**src/rtl/receiver_control_unit_if.sv**
```systemverilog
// Receiver control unit bus: raw RX line in, sequencing flags and frame status out.
//   i_RX              raw serial line (idle high, asynchronous)
//   o_state_is_DATA   FSM in DATA
//   o_state_is_STOP   FSM in STOP
//   o_equal           end-of-bit-period strobe (DATA/STOP only)
//   o_busy            FSM not in IDLE
//   o_rx_done         one-cycle pulse, frame ended with a valid stop bit
//   o_framing_error   one-cycle pulse, stop bit sampled low
// master: the control unit; slave: the environment driving RX and observing status.
interface receiver_control_unit_if;
   logic i_RX;
   logic o_state_is_DATA;
   logic o_state_is_STOP;
   logic o_equal;
   logic o_busy;
   logic o_rx_done;
   logic o_framing_error;

   modport master (
      input  i_RX,
      output o_state_is_DATA,
      output o_state_is_STOP,
      output o_equal,
      output o_busy,
      output o_rx_done,
      output o_framing_error
   );

   modport slave (
      output i_RX,
      input  o_state_is_DATA,
      input  o_state_is_STOP,
      input  o_equal,
      input  o_busy,
      input  o_rx_done,
      input  o_framing_error
   );
endinterface

```
**src/rtl/receiver_control_unit.sv**
```systemverilog
// UART receive-path control unit. Synchronises RX, validates the start bit at mid-bit,
// times each data/stop bit and reports frame completion or framing error.
//   i_clock  system clock (rising edge)
//   i_reset  asynchronous active-high reset
//   bus      receiver_control_unit_if.master (RX in, state flags / strobes out)
module receiver_control_unit #(
   parameter int unsigned CLOCK_COUNTER_WIDTH = 10,
   parameter int unsigned BIT_COUNTER_WIDTH   = 3,
   parameter int unsigned DATA_WIDTH          = 8,
   parameter int unsigned CLOCKS_PER_BIT      = 434
) (
   input logic                     i_clock,
   input logic                     i_reset,
   receiver_control_unit_if.master bus
);

   localparam logic [CLOCK_COUNTER_WIDTH-1:0] CcLast =
      CLOCK_COUNTER_WIDTH'(CLOCKS_PER_BIT - 1);
   localparam logic [CLOCK_COUNTER_WIDTH-1:0] CcHalf =
      CLOCK_COUNTER_WIDTH'(CLOCKS_PER_BIT / 2 - 1);
   localparam logic [BIT_COUNTER_WIDTH-1:0] BcLast =
      BIT_COUNTER_WIDTH'(DATA_WIDTH - 1);

   typedef enum logic [1:0] {
      StIdle  = 2'd0,
      StStart = 2'd1,
      StData  = 2'd2,
      StStop  = 2'd3
   } state_e;

   state_e                         state_q, state_d;
   logic                           rx_meta_q, rx_s_q;
   logic [CLOCK_COUNTER_WIDTH-1:0] cc_q, cc_d;
   logic [BIT_COUNTER_WIDTH-1:0]   bc_q, bc_d;
   logic                           rx_done_q, rx_done_d;
   logic                           ferr_q, ferr_d;
   logic                           equal;

   always_ff @(posedge i_clock or posedge i_reset) begin
      if (i_reset) begin
         rx_meta_q <= 1'b1;
         rx_s_q    <= 1'b1;
         state_q   <= StIdle;
         cc_q      <= '0;
         bc_q      <= '0;
         rx_done_q <= 1'b0;
         ferr_q    <= 1'b0;
      end else begin
         rx_meta_q <= bus.i_RX;
         rx_s_q    <= rx_meta_q;
         state_q   <= state_d;
         cc_q      <= cc_d;
         bc_q      <= bc_d;
         rx_done_q <= rx_done_d;
         ferr_q    <= ferr_d;
      end
   end

   // Only registered terms, so the strobe is glitch-free and zero in IDLE/START.
   assign equal = (cc_q == CcLast) && ((state_q == StData) || (state_q == StStop));

   always_comb begin
      state_d   = state_q;
      bc_d      = bc_q;
      rx_done_d = 1'b0;
      ferr_d    = 1'b0;
      unique case (state_q)
         StIdle: begin
            if (!rx_s_q) state_d = StStart;
         end
         StStart: begin
            // Mid start bit: still low means a real start, high means a glitch.
            if (cc_q == CcHalf) state_d = rx_s_q ? StIdle : StData;
         end
         StData: begin
            if (equal) begin
               if (bc_q == BcLast) begin
                  bc_d    = '0;
                  state_d = StStop;
               end else begin
                  bc_d = bc_q + 1'b1;
               end
            end
         end
         StStop: begin
            if (equal) begin
               state_d = StIdle;
               if (rx_s_q) rx_done_d = 1'b1;
               else        ferr_d    = 1'b1;
            end
         end
         default: state_d = StIdle;
      endcase
   end

   // Counter restarts on every state change so each state times from its own entry.
   always_comb begin
      cc_d = '0;
      if ((state_d == state_q) && (state_q != StIdle) && (cc_q != CcLast)) begin
         cc_d = cc_q + 1'b1;
      end
   end

   assign bus.o_state_is_DATA = (state_q == StData);
   assign bus.o_state_is_STOP = (state_q == StStop);
   assign bus.o_equal         = equal;
   assign bus.o_busy          = (state_q != StIdle);
   assign bus.o_rx_done       = rx_done_q;
   assign bus.o_framing_error = ferr_q;

endmodule

```
**src/flat_wrapper.sv**
```systemverilog
// flat-port wrapper written by rule: the top's interface ports become plain ports
module receiver_control_unit_flat 
#(
   parameter int unsigned CLOCK_COUNTER_WIDTH = 10,
   parameter int unsigned BIT_COUNTER_WIDTH   = 3,
   parameter int unsigned DATA_WIDTH          = 8,
   parameter int unsigned CLOCKS_PER_BIT      = 434
)
  (i_clock, i_reset, bus_i_RX, bus_o_state_is_DATA, bus_o_state_is_STOP, bus_o_equal, bus_o_busy, bus_o_rx_done, bus_o_framing_error);
  receiver_control_unit_if bus_i ();
  input logic i_clock;
  input logic i_reset;
  input wire logic [$bits(bus_i.i_RX)-1:0] bus_i_RX;
  output wire logic [$bits(bus_i.o_state_is_DATA)-1:0] bus_o_state_is_DATA;
  output wire logic [$bits(bus_i.o_state_is_STOP)-1:0] bus_o_state_is_STOP;
  output wire logic [$bits(bus_i.o_equal)-1:0] bus_o_equal;
  output wire logic [$bits(bus_i.o_busy)-1:0] bus_o_busy;
  output wire logic [$bits(bus_i.o_rx_done)-1:0] bus_o_rx_done;
  output wire logic [$bits(bus_i.o_framing_error)-1:0] bus_o_framing_error;
  assign bus_i.i_RX = bus_i_RX;
  assign bus_o_state_is_DATA = bus_i.o_state_is_DATA;
  assign bus_o_state_is_STOP = bus_i.o_state_is_STOP;
  assign bus_o_equal = bus_i.o_equal;
  assign bus_o_busy = bus_i.o_busy;
  assign bus_o_rx_done = bus_i.o_rx_done;
  assign bus_o_framing_error = bus_i.o_framing_error;
  receiver_control_unit #(.CLOCK_COUNTER_WIDTH(CLOCK_COUNTER_WIDTH), .BIT_COUNTER_WIDTH(BIT_COUNTER_WIDTH), .DATA_WIDTH(DATA_WIDTH), .CLOCKS_PER_BIT(CLOCKS_PER_BIT)) u_core (.i_clock(i_clock), .i_reset(i_reset), .bus(bus_i));
endmodule
```
**config.mk**
```make
export PLATFORM = sky130hd
export DESIGN_NAME = receiver_control_unit_flat
export DESIGN_NICKNAME = d
export VERILOG_FILES = /design/src/rtl/receiver_control_unit_if.sv /design/src/rtl/receiver_control_unit.sv /design/src/flat_wrapper.sv
export SDC_FILE = /design/constraint.sdc
export NUM_CORES = 1
export LEC_CHECK = 0
export ABC_AREA = 1
export BUFFER_PORTS_ARGS = -buffer_cell sky130_fd_sc_hd__buf_2
export CORE_MARGIN = 2
export CORE_UTILIZATION = 30
export DETAILED_ROUTE_END_ITERATION = 7
export GPL_ROUTABILITY_DRIVEN = 1
export RECOVER_POWER = 100
export SLEW_MARGIN = 20
export SYNTH_ARGS = -nofsm -noshare
export SYNTH_HDL_FRONTEND = slang
export SYNTH_SLANG_ARGS = --single-unit
```
**constraint.sdc**
```tcl
create_clock -name i_clock -period 1.95 [get_ports i_clock]
set_input_delay 0.2925 -clock i_clock [delete_from_list [all_inputs] [get_ports i_clock]]
set_output_delay 0.2925 -clock i_clock [all_outputs]
set_load 0.02 [all_outputs]
```
## Word-level counts from Yosys, hierarchy flattened

Index checks and enable logic that the tools add are counted.

- Add/subtract/negate cells: 2
- Eq/ne operators: 8
- Mux-type cells: 15
- Reduce and logical (&&, ||, !) cells: 7

Operators with widths:

| operator | number |
|---|---|
| 2-bit 2-to-1 mux | 6 |
| 10-bit by 1-bit adder with 10-bit output (second input constant) | 1 |
| 10-bit by 8-bit equality test with 1-bit output (second input constant) | 1 |
| 10-bit by 9-bit equality test with 1-bit output (second input constant) | 1 |
| 10-bit 2-to-1 mux | 1 |
| 10-bit by 9-bit inequality test with 1-bit output (second input constant) | 1 |
| 2-bit one-hot mux with 4 select lines | 1 |
| 1-bit 2-to-1 mux | 6 |
| 2-bit equality test (second input constant) | 2 |
| 3-bit by 1-bit adder with 3-bit output (second input constant) | 1 |
| 3-bit equality test (second input constant) | 1 |
| 1-bit logical AND | 3 |
| 3-bit 2-to-1 mux | 1 |
| 2-bit by 1-bit equality test with 1-bit output (second input constant) | 1 |
| 2-bit equality test | 1 |
| 2-bit zero test | 1 |
| 2-bit AND reduction | 1 |
| 2-bit nonzero test | 1 |
| 1-bit logical OR | 1 |

- Register bits: 19
- Input port bits: 3
- Output and inout port bits: 6
- Word-level logic and storage cells: 39

## Logic depth before layout (Yosys ltp)

- Depth in word-level cells: 9
- Mapped depth: 10
- Gate-level depth less buffers: 10

## Least setup slack after synthesis

OpenSTA, ideal clock, no wires.

- Path kind: flip-flop to output port
- From: register u_core.cc_q[1]
- To: output bus_o_equal
- Arrival time: 1.075 ns
- Data required time: 1.657 ns
- Path slack: 0.583 ns
- Cell stages (with the launch flop): 7
- Path buffers: 0
- Cell sequence: dfrtp_1 > inv_1 > ha_1 > nand3b_1 > nor2_2 > nand2_1 > inv_1

- Longest elaborated chain between the ends: 2

RTL lines:

| what | RTL line | source |
|---|---|---|
| from (decl) | receiver_control_unit.sv:33 | `logic [CLOCK_COUNTER_WIDTH-1:0] cc_q, cc_d;` |
| from (signal assigned) | receiver_control_unit.sv:44 | `cc_q <= '0;` |
| from (signal assigned) | receiver_control_unit.sv:52 | `cc_q <= cc_d;` |
| 10-bit by 9-bit equality test with 1-bit output | receiver_control_unit.sv:60 | `assign equal = (cc_q == CcLast) && ((state_q == StData) \|\| (state_q == StStop));` |
| 1-bit logical AND | receiver_control_unit.sv:60 |  |
| to (decl) | flat_wrapper.sv:16 | `output wire logic [$bits(bus_i.o_equal)-1:0] bus_o_equal;` |

Every way passes these cells.

## Final worst setup path

Ends and elaborated chain as after synthesis.

==> results.toml <==
[die]
die_x_um = 61
dieArea_mm2 = 0.00372
die_y_um = 61
core_area_mm2 = 0.00308
rows = 20
io_pins = 9
initial_core_util = 0.317

[setup_path]
path_class = "reg2out"
startpoint = "u_core.cc_q[1]"
cp-end-kind = "output pin"
rr_endpoint = "u_core.cc_q[1]"
cp.required_ns = 1.66
cp-endpoint = "bus_o_equal"
cp_data_arrival_time_ns = 1.53
r2r_cells = 8
crit_fanout = 4
regToRegSetupSlack_ns = 0.28
crit_path_start_kind = "register"
r2r_start = "u_core.cc_q[0]"

[sta]
fmax_mhz = 550
period_share = 0.932
finClkSkew_ns = 0.00685
relSlewSlack = 0.538
worstMarginPinSlew_ns = 0.693
tns_ns = 0
finalHoldViolCount = 0
final-setup-viol-count = 0
rsz0062_at_grt = "false"
slew_violations = 0
min_period_ns = 1.82

[place]
dp_hpwl_um = 1320
place_congestion = 0.844
place.port_buffers = 8

[global_routing]
grt_pass1_wl_um = 2880
overflow = 0
grt_max_degree = 20
antenna_found_initial = 0
grt_use_total = 0.104
grt_pass1_vias = 710

[yosys]
synth_seq_area_share = 0.490
synthTopCellsByArea = "dfrtp_1, nand2_1, nor2_1"
syn_area_um2 = 975
postSynthCellCount = 114
postSynth.asyncResetShare = 1.00
synth_top_area_cell = "dfrtp_1"
synth-edff-count = 0
synth_common_cells = "nand2_1, nor2_1, dfrtp_1, inv_1"
ys_ff_latch = 19
synth_warnings = 0
synthFlopType = "dfrtp_1"
syn_avg_cell_area_um2 = 8.55
synth_nets = 122
yosysMostFrequentCell = "nand2_1"
synth_top_area_frac = 0.436
synth_cell_types = 18

[worst_hold_path]
worstHoldPathType = "in2async"

[route]
via_count = 750
drt-initial-drc-count = 34
routed_wl_um = 1670
drtAntennaViolNets = 0
routedWlPerCell_um = 9.81
drtPass1Iterations = 4
viasPerCell = 4.41
drc = 0

[finish]
diodes = 0
seq_area_um2 = 478
syn2layout_area_growth_pct = 11.9
drive_gt1_frac = 0.111
fill_cells = 338
nNetsFinal = 135
multi_input_area_um2 = 433

[clock_tree]
clk_pin_slew_worst_paths_ns = 0.11
worstSkewPairLatency_ns = 0.29
clockBufferDepth = 2
cts_sinks = 19
cts_root_buf = "clkbuf_4"
cts_buffers = 3
htreeDepth = 1
cts_tree = "yes"
hold_buffers = 0

[status]
status = "completed"

[power]
cellPowerDensity_mw_per_mm2 = 553
p_leak_uw = 0.000556
vdd_drop_max_v = 0.000152
total_power_uw = 603

[run]
maxCapViolCount = 0
==> final cells by class <==
class | instances | share of cell area
clock inverters | 1 | 0.00459
flip-flops and latches | 19 | 0.438
well taps | 44 | 0.0505
inverters | 17 | 0.0585
multi-input cells | 78 | 0.397
repair buffers | 8 | 0.0310
clock buffers | 3 | 0.0206
==> routing by layer <==
| layer | wire (µm) | GRT usage | vias to the layer above |
|---|---|---|---|
| li1 | - | - | 374 |
| met1 | 742 | 0.123 | 362 |
| met2 | 847 | 0.178 | 12 |
| met3 | 68 | 0.0256 | 2 |
| met4 | 10 | 0.0466 | 0 |
| met5 | 0 | 0 | - |
==> cell families after synthesis <==
group           after synthesis  synth area share
fa+ha+maj                     5            0.0642
compound gates                5            0.0308
simple gates                 60             0.277
xor+xnor                      8            0.0719
buf+inv                      17            0.0655
flops                        19             0.490
==> worst max-delay path: stages, from the launching register on <==
cell and delay [ns]:
dfrtp_1 0.42, inv_1 0.08, ha_1 0.14, nand3b_1 0.13
nor2_4 0.17, nand2_1 0.08, inv_1 0.06, clkbuf_2 0.15
==> repair_timing <==
item                                    in CTS  in global routing
endpoints found under the setup margin       0                  1
buffers inserted                             0                  0
resized for setup                            0                  1
==> placed cells by master (no fill, tap or decap) <==
master     n
buf_2      2
nor3b_1    1
ha_1       5
dfrtp_1   17
clkbuf_1   5
xnor2_1    4
clkinv_2   1
o21ai_0    3
a21o_1     1
dfstp_2    2
nand2_1   24
clkbuf_2   1
nor2_4     1
nand3b_1   2
xor2_1     4
nand3_1    5
nor2_2     3
o211ai_1   1
nor3_1     5
nand3_2    1
inv_1     17
clkbuf_4   3
nor2_1    18
==> registers in the layout, summed over array words and instances, names as in the netlist <==
signal and count:
u_core.bus.o_rx_done 1, u_core.rx_s_q 1, u_core.bus.o_framing_error 1, u_core.rx_meta_q 1
u_core.cc_q 10, u_core.state_q 2, u_core.bc_q 3
==> worst min path at each step <==
stage                          start               end  slack (ns)  cells past startpoint
floorplan                    i_reset    u_core.bc_q[0]        0.24                      1
global placement    u_core.rx_meta_q     u_core.rx_s_q        0.35                      0
detailed placement  u_core.rx_meta_q     u_core.rx_s_q        0.35                      0
CTS                         bus_i_RX  u_core.rx_meta_q        0.08                      1
global route                bus_i_RX  u_core.rx_meta_q        0.07                      1
finish                       i_reset    u_core.cc_q[8]        0.08                      2
==> power by group <==
group	switching (µW)	internal (µW)
Sequential	0.816	398
Clock	118	76.3
Combinational	8.74	1.84
==> per-stage QoR <==
step	hold slack [ns]	utilization	cells	instance area (µm²)	setup slack, ns
2_1_floorplan	0.242	-	114	975	0.583
3_3_place_gp	0.346	0.348	166	1070	0.426
3_5_place_dp	0.350	0.348	166	1070	0.406
4_1_cts	0.0797	0.357	170	1100	0.0762
5_1_grt	0.0744	0.354	170	1090	0.0174
6_report	0.0847	0.354	170	1090	0.132
Power figures use the tool's default switching activity.
